File: src/rtl/display_scan_controller_pkg.sv
`default_nettype none
// +--------------------------------------------------------------------+
// | display_scan_controller_pkg                                        |
// | Shared types, constants and digit helpers for the scan controller. |
// | Revision: 1.0                                                      |
// +--------------------------------------------------------------------+
package display_scan_controller_pkg;

    localparam int NUM_DIGITS = 6;
    localparam logic [NUM_DIGITS-1:0] c_ANODES_OFF = 6'b111111;

    typedef enum logic [1:0] {
        IDLE = 2'd0,
        SHOW = 2'd1,
        GAP  = 2'd2
    } scan_state_t;

    function automatic logic [3:0] digit_code(
        input logic [4*NUM_DIGITS-1:0] shadow,
        input logic [2:0]              idx
    );
        logic [4*NUM_DIGITS-1:0] w_shifted;
        w_shifted = shadow >> (4 * idx);
        return w_shifted[3:0];
    endfunction

    // Suppressed when the code is not decimal, or when blanking is on and this
    // digit and everything above it are zero (digit 0 always stays visible).
    function automatic logic digit_suppressed(
        input logic [4*NUM_DIGITS-1:0] shadow,
        input logic [2:0]              idx,
        input logic                    lzb_en
    );
        logic [4*NUM_DIGITS-1:0] w_upper;
        w_upper = shadow >> (4 * idx);
        return (w_upper[3:0] > 4'd9) ||
               (lzb_en && (idx != 3'd0) && (w_upper == '0));
    endfunction

endpackage
`default_nettype wire

File: src/rtl/display_scan_controller_if.sv
`default_nettype none
// +--------------------------------------------------------------------+
// | display_scan_controller_if                                         |
// | Control, data and display-drive signals of the scan controller.   |
// | Revision: 1.0                                                      |
// +--------------------------------------------------------------------+
interface display_scan_controller_if;
    import display_scan_controller_pkg::*;

    logic                    enable;
    logic [4*NUM_DIGITS-1:0] digits_in;
    logic                    load;
    logic                    lzb_en;
    logic [3:0]              bcd_out;
    logic [NUM_DIGITS-1:0]   digit_sel_n;
    logic                    load_ack;
    logic                    frame_done;

    modport master (
        output enable, digits_in, load, lzb_en,
        input  bcd_out, digit_sel_n, load_ack, frame_done
    );

    modport slave (
        input  enable, digits_in, load, lzb_en,
        output bcd_out, digit_sel_n, load_ack, frame_done
    );

endinterface
`default_nettype wire

File: src/rtl/display_scan_controller_scan_timer.sv
`default_nettype none
// +--------------------------------------------------------------------+
// | scan_timer                                                         |
// | Loadable down-counter; o_tc pulses once when a loaded count ends.  |
// | Revision: 1.0                                                      |
// +--------------------------------------------------------------------+
module scan_timer #(
    parameter int WIDTH = 16
) (
    input  wire logic             clk,
    input  wire logic             rst,
    input  wire logic             i_load,
    input  wire logic [WIDTH-1:0] i_load_value,
    output logic                  o_tc
);

    logic [WIDTH-1:0] r_count;
    logic             r_running;

    // A loaded value N gives a terminal pulse on the (N+1)th cycle after the load.
    always_ff @(posedge clk) begin
        if (rst) begin
            r_count   <= '0;
            r_running <= 1'b0;
        end else if (i_load) begin
            r_count   <= i_load_value;
            r_running <= 1'b1;
        end else if (r_count != '0) begin
            r_count   <= r_count - 1'b1;
        end else begin
            r_running <= 1'b0;
        end
    end

    assign o_tc = r_running && (r_count == '0);

endmodule
`default_nettype wire

File: src/rtl/display_scan_controller.sv
`default_nettype none
// +--------------------------------------------------------------------+
// | display_scan_controller                                            |
// | Six-digit multiplexed BCD display scanner with blanking gaps.      |
// | Revision: 1.0                                                      |
// +--------------------------------------------------------------------+
module display_scan_controller
    import display_scan_controller_pkg::*;
#(
    parameter int CLK_DIV      = 50000,
    parameter int BLANK_CYCLES = 8
) (
    input  wire logic                  clk,
    input  wire logic                  reset,
    display_scan_controller_if.slave   disp_if
);

    localparam int c_MAX_LOAD = (CLK_DIV > BLANK_CYCLES) ? CLK_DIV : BLANK_CYCLES;
    localparam int c_TW       = (c_MAX_LOAD > 1) ? $clog2(c_MAX_LOAD) : 1;
    localparam logic [c_TW-1:0] c_SHOW_LOAD = c_TW'(CLK_DIV - 1);
    localparam logic [c_TW-1:0] c_GAP_LOAD  = c_TW'(BLANK_CYCLES - 1);
    localparam logic [2:0]      c_LAST_IDX  = 3'(NUM_DIGITS - 1);

    scan_state_t             r_state, w_state_nxt;
    logic [2:0]              r_index, w_index_nxt;
    logic [4*NUM_DIGITS-1:0] r_shadow, w_shadow_nxt;
    logic                    r_pending, w_pending_nxt;
    logic                    w_capture, w_wrap;
    logic                    w_tmr_load, w_tc;
    logic [c_TW-1:0]         w_tmr_value;

    logic [3:0]              r_bcd;
    logic [NUM_DIGITS-1:0]   r_sel_n;
    logic                    r_load_ack, r_frame_done;

    scan_timer #(.WIDTH(c_TW)) u_scan_timer (
        .clk          (clk),
        .rst          (reset),
        .i_load       (w_tmr_load),
        .i_load_value (w_tmr_value),
        .o_tc         (w_tc)
    );

    always_comb begin
        w_state_nxt = r_state;
        w_index_nxt = r_index;
        w_tmr_load  = 1'b0;
        w_tmr_value = c_SHOW_LOAD;
        w_wrap      = 1'b0;
        if (!disp_if.enable) begin
            w_state_nxt = IDLE;
            w_index_nxt = 3'd0;
        end else begin
            case (r_state)
                IDLE: begin
                    w_state_nxt = SHOW;
                    w_index_nxt = 3'd0;
                    w_tmr_load  = 1'b1;
                end
                SHOW: if (w_tc) begin
                    w_state_nxt = GAP;
                    w_tmr_load  = 1'b1;
                    w_tmr_value = c_GAP_LOAD;
                end
                GAP: if (w_tc) begin
                    w_state_nxt = SHOW;
                    w_tmr_load  = 1'b1;
                    if (r_index == c_LAST_IDX) begin
                        w_index_nxt = 3'd0;
                        w_wrap      = 1'b1;
                    end else begin
                        w_index_nxt = r_index + 3'd1;
                    end
                end
                default: begin
                    w_state_nxt = IDLE;
                    w_index_nxt = 3'd0;
                end
            endcase
        end
        // A load on the capture cycle itself is consumed by that capture.
        w_capture     = (disp_if.load || r_pending) && ((r_state == IDLE) || w_wrap);
        w_pending_nxt = !w_capture && (r_pending || disp_if.load);
        w_shadow_nxt  = w_capture ? disp_if.digits_in : r_shadow;
    end

    // Outputs are registered from next-state values so they line up with the state.
    always_ff @(posedge clk) begin
        if (reset) begin
            r_state      <= IDLE;
            r_index      <= 3'd0;
            r_shadow     <= '0;
            r_pending    <= 1'b0;
            r_bcd        <= 4'h0;
            r_sel_n      <= c_ANODES_OFF;
            r_load_ack   <= 1'b0;
            r_frame_done <= 1'b0;
        end else begin
            r_state      <= w_state_nxt;
            r_index      <= w_index_nxt;
            r_shadow     <= w_shadow_nxt;
            r_pending    <= w_pending_nxt;
            r_load_ack   <= w_capture;
            r_frame_done <= w_wrap;
            if (w_state_nxt == SHOW) begin
                r_bcd <= digit_code(w_shadow_nxt, w_index_nxt);
                if (digit_suppressed(w_shadow_nxt, w_index_nxt, disp_if.lzb_en))
                    r_sel_n <= c_ANODES_OFF;
                else
                    r_sel_n <= c_ANODES_OFF & ~(NUM_DIGITS'(1) << w_index_nxt);
            end else begin
                r_sel_n <= c_ANODES_OFF;
            end
        end
    end

    assign disp_if.bcd_out     = r_bcd;
    assign disp_if.digit_sel_n = r_sel_n;
    assign disp_if.load_ack    = r_load_ack;
    assign disp_if.frame_done  = r_frame_done;

endmodule
`default_nettype wire

File: src/flat_wrapper.sv
// flat-port wrapper written by rule: the top's interface ports become plain ports
module display_scan_controller_flat import display_scan_controller_pkg::*;
#(
    parameter int CLK_DIV      = 50000,
    parameter int BLANK_CYCLES = 8
)
  (clk, reset, disp_if_enable, disp_if_digits_in, disp_if_load, disp_if_lzb_en, disp_if_bcd_out, disp_if_digit_sel_n, disp_if_load_ack, disp_if_frame_done);
  display_scan_controller_if disp_if_i ();
  input  wire logic clk;
  input  wire logic reset;
  input wire logic [$bits(disp_if_i.enable)-1:0] disp_if_enable;
  input wire logic [$bits(disp_if_i.digits_in)-1:0] disp_if_digits_in;
  input wire logic [$bits(disp_if_i.load)-1:0] disp_if_load;
  input wire logic [$bits(disp_if_i.lzb_en)-1:0] disp_if_lzb_en;
  output wire logic [$bits(disp_if_i.bcd_out)-1:0] disp_if_bcd_out;
  output wire logic [$bits(disp_if_i.digit_sel_n)-1:0] disp_if_digit_sel_n;
  output wire logic [$bits(disp_if_i.load_ack)-1:0] disp_if_load_ack;
  output wire logic [$bits(disp_if_i.frame_done)-1:0] disp_if_frame_done;
  assign disp_if_i.enable = disp_if_enable;
  assign disp_if_i.digits_in = disp_if_digits_in;
  assign disp_if_i.load = disp_if_load;
  assign disp_if_i.lzb_en = disp_if_lzb_en;
  assign disp_if_bcd_out = disp_if_i.bcd_out;
  assign disp_if_digit_sel_n = disp_if_i.digit_sel_n;
  assign disp_if_load_ack = disp_if_i.load_ack;
  assign disp_if_frame_done = disp_if_i.frame_done;
  display_scan_controller #(.CLK_DIV(CLK_DIV), .BLANK_CYCLES(BLANK_CYCLES)) u_core (.clk(clk), .reset(reset), .disp_if(disp_if_i));
endmodule
File: config.mk
export PLATFORM = sky130hd
export DESIGN_NAME = display_scan_controller_flat
export DESIGN_NICKNAME = d
export VERILOG_FILES = /design/src/rtl/display_scan_controller_pkg.sv /design/src/rtl/display_scan_controller_if.sv /design/src/rtl/display_scan_controller_scan_timer.sv /design/src/rtl/display_scan_controller.sv /design/src/flat_wrapper.sv
export SDC_FILE = /design/constraint.sdc
export NUM_CORES = 1
export LEC_CHECK = 0
export BUFFER_PORTS_ARGS = -buffer_cell sky130_fd_sc_hd__clkbuf_2
export CAP_MARGIN = 0
export CORE_ASPECT_RATIO = 1.75
export CORE_MARGIN = 2
export CORE_UTILIZATION = 30
export DETAILED_ROUTE_END_ITERATION = 6
export SYNTH_ARGS = -nofsm -noshare
export SYNTH_HDL_FRONTEND = slang
export SYNTH_SLANG_ARGS = --single-unit
File: constraint.sdc
create_clock -name clk -period 7.4 [get_ports clk]
set_clock_uncertainty 0.2 [all_clocks]
set_input_delay 0.37 -clock clk [delete_from_list [all_inputs] [get_ports clk]]
set_output_delay 0.37 -clock clk [all_outputs]
set_load 0.1 [all_outputs]
After elaboration in Yosys (flattened, before gate mapping). Cells that the tools add are included.

Register bits after elaboration: 59. Bits of input ports: 29. Output and inout bits: 12. Logic and storage cells: 62.

Add/subtract/negate cells: 2. Magnitude comparators: 1. Equality and inequality tests: 5. Shift-type cells: 2. Multiplexer cells: 23. Bitwise logic cells: 2. Reduce and logical (&&, ||, !) cells: 17.

Operator list (count): $mux 16 (5); $logic_not 24->1 (1); $mux 24 (1); $shr 24x5->24 (1); $logic_not 16->1 (1); $reduce_bool 16->1 (1); $sub 16x1->16 const B (1); $mux 3 (3); $mux 1 (8); $mux 2 (3); $not 6->6 (1); $pmux 2 s3 (1); $pmux 3 s2 (1); $shl 1x3->6 const A (1); $logic_and 1x1->1 (5); $eq 2x1->1 const B (2); $gt 4x4->1 const B (1); $add 3x1->3 const B (1); $eq 3x3->1 const B (1); $logic_or 1x1->1 (3); $reduce_bool 3->1 (1); $reduce_or 3->1 (1); $eq 2x2->1 const B (1); $logic_not 2->1 (1); other kinds (6) (6).

Longest topological paths before layout. Gate-level depths: netlist of the first run.

Depth in word-level cells: 13. Mapped depth: 14. Mapped depth without buffers: 11.

By module. From an unflattened synthesis of the first run, not the netlist that was laid out.

Cells, all modules: 396. Area total of the unflattened synthesis: 3399.5 µm².

By module, submodules not included: display_scan_controller (instances 1, cells an instance 286, area an instance 2458.6 µm², sequential area each 840.8 µm²); scan_timer (instances 1, cells an instance 110, area an instance 940.9 µm², sequential area each 340.3 µm²).

Least setup slack after synthesis of the first run. No wires, ideal clock.

Path kind: register to register. Start point: register u_core.r_state[0]. End point: register u_core.r_sel_n[1] (netlist: u_core.disp_if.digit_sel_n[1]). Setup time: 0.065 ns. Data arrival time: 2.784 ns. Data required time: 7.135 ns. Setup slack: 4.351 ns. Cell stages (with the launch flop): 14. Clock period less this slack: 3.049 ns. Cell sequence: dfxtp_1 -> inv_1 -> ha_1 -> clkbuf_1 -> and3_1 -> clkbuf_1 -> nand2_1 -> o211ai_1 -> nand2_1 -> a22oi_1 -> nand4_1 -> a2111oi_4 -> nand4_2 -> nand4_1.

Word-level cells in the longest chain between the ends: 11. Elaborated cells between the ends (all ways): 26. Those cells by class: 1 x order compare; 3 x eq/ne; 2 x shift; 9 x mux; 2 x bitwise; 9 x reduce/logical.

RTL lines: from (decl) (line display_scan_controller.sv:24) `scan_state_t r_state, w_state_nxt;`; from (signal assigned) (line display_scan_controller.sv:99) `r_state <= w_state_nxt;`; branches (longest 11 deep; another with $gt 4x4->1); to (signal assigned) (line display_scan_controller.sv:95) `r_sel_n <= c_ANODES_OFF;`; to (signal assigned) (line display_scan_controller.sv:108) `r_sel_n <= c_ANODES_OFF;`; to (signal assigned) (line display_scan_controller.sv:110) `r_sel_n <= c_ANODES_OFF & ~(NUM_DIGITS'(1) << w_index_nxt);`; to (decl) (line display_scan_controller.sv:33) `logic [NUM_DIGITS-1:0] r_sel_n;`.

Parallel ways; which one is timed is not known. A chain may end at the register's enable or synchronous reset.

Worst setup path after layout of the first run.
Start point: register u_core.r_state[0]. End point: register u_core.r_sel_n[5] (netlist: u_core.disp_if.digit_sel_n[5]).

The elaborated chain is that of the path after synthesis.

==> metrics.cfg, run 1 <==
[floorplanning]
start_util = 0.3086
coreArea_um2 = 12500
die_w_um = 89.72
num_rows = 54
io_pins = 41
fp.dieArea_um2 = 13820
fp.dieH_um = 154.0

[clock_network]
clk_latency_ns = 0.34
clock-sinks = 59
cts_tree = done
clkTransAtPathRegs_ns = 0.05
cts_made_buffers = 9
hold_buffers = 0
clk_path_buf_depth = 2
ctsHtreeMaxLevel = 3
cts_resized = 0
cts_setup_buffers = 0
root_buffer = clkbuf_16

[setup_path]
startpoint_type = flop
cp_max_fo = 16
required_ns = 7.47
end_kind = flop
critPathKind = reg -> reg
arrival_ns = 4.03
crit_path_top_delay_cell = and3_1
cp_cell_sequence = inv_1, ha_1, and3_1, nand2_1, o211ai_1, nand3_1, a21oi_1, o21ai_0, and4_1, a21o_2, nand4_1
cpPeakStageDelay_ns = 0.63
rr_worst_depth = 11

[placement]
portBuffers = 40
place_inst = 676
pre_cts_ws_ns = 3.552
dp_hpwl_mm = 8.833
place_congestion = 0.8968
place_area_um2 = 4153

[routing]
drtPass1Iterations = 5
drt_iter0_markers = 439
vias = 4037
wire_per_inst_um = 17.48
vias_per_cell = 5.834
route.detailed.drc = 0
wirelength_mm = 12.10
drt.antenna.violating_nets = 0

[global_routing]
antenna_found_initial = 0
grt_pass1_wl_mm = 19.63
grt_start_max_net_pins = 48
first_global_vias = 3841
grt_overflow = 0
grt_use_total = 0.1769

[synthesis]
yosysUniqueCellTypes = 66
syn_avg_cell_area_um2 = 7.746
synth-simple-area-share = 0.2994
synth_compound_area_frac = 0.2481
synth-seq-cells = 59
synth_fa_ha_area_frac = 0.01946
ys_seq_area_frac = 0.3062
synthesis.area_um2 = 3857
synth_top_family_by_area = simple AND/OR/NAND/NOR gates
async_flop_share = 0
synth_edf_count = 0
synth-xor-area-share = 0.03179
synthCells = 498
syn_nets = 533
ys.flop_type = dfxtp_1
ys.warnings.count = 0
muxShareOfSynthArea = 0.04541

[final_layout]
fin_area_um2 = 4448
area_delta_synth_final_pct = 15.31
utilization = 0.3559
final_common_cell = nand2_1
diodes = 0
final_cell_mix = nand2_1, dfxtp_1, nor2_1
layout-drive-gt1-share = 0.1527
stdcell_count = 692
nNetsFinal = 554

[timing]
finalSetupTns_ns = 0
maxSlewHeadroom = 0.2911
tightest_slew_ns = 1.059
setup_viol = 0
setup_slack_ns = 3.442
clock.fmax_mhz = 252.7
post-route-min-period_ns = 3.958
slew_viol_final = 0
finalHoldViolCount = 0
rsz0062_at_grt = no
fin_crit_sh = 0.5349

[worst_hold_path]
hold_depth = 3
min_path_type = in -> reg

[pwr]
cellLeakagePower_uw = 0.001722
p_per_area_nw_per_um2 = 217.1
peakVddDrop_mv = 0.1019

[status]
outcome = finished clean

[flow_run]
drv_cap = 0

[where the power goes]
part | internal (µW) | switching [µW] | leakage, µW | total (µW)
combinational | 66.6 | 116 | 0.00109 | 183
sequential | 339 | 25.5 | 0.000485 | 365
clock | 268 | 150 | 0.000145 | 418
total | 674 | 292 | 0.00172 | 965
[worst max-delay path: cells and delay by family (launching register included)]
kind	cells	cell delay, ns
fa+ha+maj	1	0.47
buf+inv	1	0.10
simple gates	5	1.53
compound gates	4	1.20
flops	1	0.38
[state kept, by name, indices dropped and copies added, names as in the netlist, 2 cells and up]
| name | cells |
|---|---|
| u_core.u_scan_timer.r_count | 16 |
| u_core.disp_if.bcd_out | 4 |
| u_core.r_shadow | 24 |
| u_core.r_index | 3 |
| u_core.r_state | 2 |
| u_core.disp_if.digit_sel_n | 6 |
[stage by stage]
stage	total power [µW]	hold WS (ns)
3_3_place_gp	548.5	0.2759
5_1_grt	1011	0.1331
4_1_cts	972.9	0.1125
3_5_place_dp	553.2	0.2866
2_1_floorplan	505.1	0.2545
6_report	965.5	0.1102
[synthesized netlist by cell type, types with 5 or more instances]
| library cell | instances | area [µm²] |
|---|---|---|
| o21ai_0 | 17 | 85.08 |
| a221oi_1 | 11 | 96.34 |
| nand2_1 | 64 | 240.2 |
| nor4_1 | 14 | 87.58 |
| o22ai_1 | 5 | 31.28 |
| a21oi_1 | 41 | 205.2 |
| a211oi_1 | 6 | 45.04 |
| xor2_1 | 6 | 52.55 |
| and3_1 | 13 | 81.33 |
| dfxtp_1 | 59 | 1181 |
| nor2_1 | 54 | 202.7 |
| o211ai_1 | 7 | 52.55 |
| buf_2 | 6 | 30.03 |
| nand3_1 | 22 | 110.1 |
| nand4_1 | 19 | 118.9 |
| a22oi_1 | 10 | 75.07 |
| xnor2_1 | 8 | 70.07 |
| nor3_1 | 10 | 50.05 |
| ha_1 | 6 | 75.07 |
| mux2i_1 | 13 | 130.1 |
| clkbuf_1 | 25 | 93.84 |
| inv_1 | 8 | 30.03 |
[metal layers]
metal,routed length (µm),global-route usage
met1,4407,0.1898
met2,6365,0.3193
met3,771,0.03871
met4,551,0.09890
met5,0,0
[cell type report]
type | count | area [µm²]
Fill cell | 1313 | 8051
Timing Repair Buffer | 44 | 230.2
Clock inverter | 5 | 52.55
Inverter | 9 | 33.78
Tap cell | 168 | 210.2
Clock buffer | 11 | 242.7
Sequential cell | 59 | 1181
Multi-Input combinational cell | 396 | 2497
[cell families (layout without fill, tap and decap cells)]
logic type	count (synthesis)	in the layout
AO/OA/AOI/OAI	135	135
XOR/XNOR	14	14
adder cells (fa/ha/maj)	6	6
buffers and inverters	43	69
flip-flops	59	59
multiplexers	16	16
AND/OR/NAND/NOR	225	225
[final timing paths]
| path | from | end | slack (ns) |
|---|---|---|---|
| worst max-delay path | u_core.r_state[0] | u_core.disp_if.digit_sel_n[5] | 3.44 |
| worst min-delay path | disp_if_digits_in[6] | u_core.r_shadow[6] | 0.11 |
| worst max register to register | u_core.r_state[0] | u_core.disp_if.digit_sel_n[5] | 3.44 |
| worst min register to register | u_core.disp_if.bcd_out[3] | u_core.disp_if.bcd_out[3] | 0.30 |
No activity file was read; power rests on OpenSTA's default activity.
==> inputs of run 2 (changes only) <==
==> constraint.sdc (replaced) <==
create_clock -name clk -period 3.8 [get_ports clk]
set_clock_uncertainty 0.2 [all_clocks]
set_input_delay 0.19 -clock clk [delete_from_list [all_inputs] [get_ports clk]]
set_output_delay 0.19 -clock clk [all_outputs]
set_load 0.1 [all_outputs]
==> metrics.cfg, run 2 (synthesis results as in run 1) <==
[global_routing]
antenna_found_initial = 0  ; unchanged
grt_overflow = 0  ; unchanged
first_global_vias = 4167  ; was 3841
grt_pass1_wl_mm = 20.85  ; was 19.63 mm
grt_start_max_net_pins = 30  ; was 48
grt_use_total = 0.1862  ; was 0.1769

[clock_network]
clkTransAtPathRegs_ns = 0.05  ; about the same
root_buffer = clkbuf_16  ; unchanged
cts_setup_buffers = 0  ; unchanged
cts_made_buffers = 9  ; unchanged
clk_latency_ns = 0.34  ; about the same
cts_tree = done  ; unchanged
clk_path_buf_depth = 2  ; unchanged
ctsHtreeMaxLevel = 3  ; unchanged
clock-sinks = 59  ; unchanged

[worst_hold_path]
hp-start = disp_if_enable  ; was disp_if_digits_in[6]
hold_depth = 3  ; unchanged
min_path_type = in -> reg  ; unchanged
min_to = u_core.r_state[0]  ; was u_core.r_shadow[6]

[final_layout]
regMostFlops = u_core.r_shadow  ; unchanged
diodes = 0  ; unchanged
nNetsFinal = 591  ; was 554
final_cell_mix = nand2_1, dfxtp_1, nor2_1  ; unchanged
largest_reg_flops = 24  ; unchanged
layout-drive-gt1-share = 0.1693  ; was 0.1527
area_delta_synth_final_pct = 24.94  ; was 15.31%
n_fill_cell = 1288  ; was 1313
final_common_cell = nand2_1  ; unchanged

[flow_run]
drv_cap = 0  ; unchanged

[routing]
wire_per_inst_um = 17.42  ; was 17.48 µm
vias = 4212  ; was 4037
route.detailed.drc = 0  ; unchanged
drtPass1Iterations = 6  ; was 5
drt.antenna.violating_nets = 0  ; unchanged
wirelength_mm = 12.70  ; was 12.10 mm
vias_per_cell = 5.778  ; was 5.834
drt_iter0_markers = 452  ; was 439

[timing]
rsz0062_at_grt = no  ; unchanged
tightest_slew_ns = 0.6887  ; was 1.059 ns
whs_ns = 0.09454  ; was 0.1102 ns
slew_viol_final = 0  ; unchanged
setup_viol = 0  ; unchanged
finalHoldViolCount = 0  ; unchanged
clock.fmax_mhz = 283.1  ; was 252.7 MHz
finalSetupTns_ns = 0  ; unchanged
fin_crit_sh = 0.9296  ; was 0.5349
maxSlewHeadroom = 0.5366  ; was 0.2911
post-route-min-period_ns = 3.532  ; was 3.958 ns

[pwr]
p_clk_frac = 0.450  ; was 0.433
peakVddDrop_mv = 0.2138  ; was 0.1019 mV
cellLeakagePower_uw = 0.001898  ; was 0.001722 µW
p_int_uw = 1393  ; was 673.7 µW
sequentialPowerShare = 0.356  ; was 0.378
power.share.switching = 0.3028  ; was 0.3023
p_per_area_nw_per_um2 = 414.5  ; was 217.1 nW/µm²
p_comb_frac = 0.195  ; was 0.189
p_switching_uw = 604.9  ; was 291.8 µW

[floorplanning]
start_util = 0.3086  ; unchanged
coreArea_um2 = 12500  ; unchanged
io_pins = 41  ; unchanged
fp.dieH_um = 154.0  ; unchanged
fp.dieArea_um2 = 13820  ; unchanged
die_w_um = 89.72  ; unchanged
num_rows = 54  ; unchanged

[placement]
portBuffers = 40  ; unchanged
place_congestion = 0.9257  ; was 0.8968
dp_hpwl_mm = 9.148  ; was 8.833 mm

[setup_path]
critPathKind = reg -> reg  ; unchanged
r2r-start = u_core.u_scan_timer.r_count[2]  ; was u_core.r_state[0]
rr_worst_depth = 10  ; was 11
required_ns = 3.80  ; was 7.47 ns
end_kind = flop  ; unchanged
cp_max_fo = 27  ; was 16
startpoint_type = flop  ; unchanged
r2r_end = u_core.disp_if.digit_sel_n[4]  ; was u_core.disp_if.digit_sel_n[5]
r2r_slack_ns = 0.27  ; was 3.44 ns
arrival_ns = 3.53  ; was 4.03 ns

[status]
outcome = finished clean  ; unchanged

[run 2: final cells by class]
| class | instances | area [µm²] | area share |
|---|---|---|---|
| inverter | 9 | 33.78 | 0.007009 |
| multi-input combinational | 396 | 2500 | 0.5187 |
| tap | 168 | 210.2 | 0.04361 |
| clock buffer | 9 | 225.2 | 0.04673 |
| clock inverter | 7 | 101.3 | 0.02103 |
| timing repair buffer | 81 | 568.0 | 0.1179 |
| sequential | 59 | 1181 | 0.2451 |
[run 2: metrics by stage]
stage                       util  cells  worst slack [ns]  area (µm²)  power [µW]
after CTS                 0.3854    729            0.1243        4817        2004
after global placement    0.3400    689            0.2373        4250        1078
after floorplan                -    498            0.7512        3857       983.7
after global routing      0.3856    729           0.03600        4820        2080
final                     0.3856    729            0.2676        4820        1998
after detailed placement  0.3400    689            0.1307        4250        1088
[run 2: power by group through the flow]
stage                     combinational, µW  clock (µW)  sequential [µW]
after floorplan                         239           0              745
after global placement                  358           0              720
after detailed placement                366           0              722
after CTS                               388         908              709
after global routing                    428         937              715
final                                   389         898              710
[run 2: worst max path at each step]
stage,start,slack (ns),cells past startpoint,to
6_report,u_core.u_scan_timer.r_count[2],0.27,10,u_core.disp_if.digit_sel_n[4]
4_1_cts,u_core.r_state[0],0.12,10,u_core.disp_if.digit_sel_n[4]
3_5_place_dp,u_core.r_state[0],0.13,10,u_core.disp_if.digit_sel_n[4]
2_1_floorplan,u_core.r_state[0],0.75,13,u_core.disp_if.digit_sel_n[1]
3_3_place_gp,u_core.r_state[0],0.24,10,u_core.disp_if.digit_sel_n[2]
5_1_grt,u_core.u_scan_timer.r_count[0],0.04,12,u_core.disp_if.digit_sel_n[4]
[run 2: what timing repair did]
item | CTS | global route
resized for setup | 0 | 1
setup endpoints to repair | 0 | 7
hold endpoints to repair | 24 | 0
hold buffers | 24 | 0
[run 2: metal layers]
layer / global-route usage / vias up / routed length, µm
li1: - / 1979 / -
met1: 0.1981 / 1987 / 4800
met2: 0.3427 / 202 / 6648
met3: 0.02842 / 44 / 634
met4: 0.1136 / 0 / 615
met5: 0 / - / 0
[run 2: worst max-delay path: stages (launching register included)]
cell and delay (ns):
dfxtp_1 0.37, nor4_4 0.56, nand3_4 0.22, o41a_2 0.58
buf_4 0.26, mux2i_1 0.23, nand2_1 0.08, a32o_1 0.28
a31oi_2 0.26, a21o_2 0.23, nand4_1 0.09
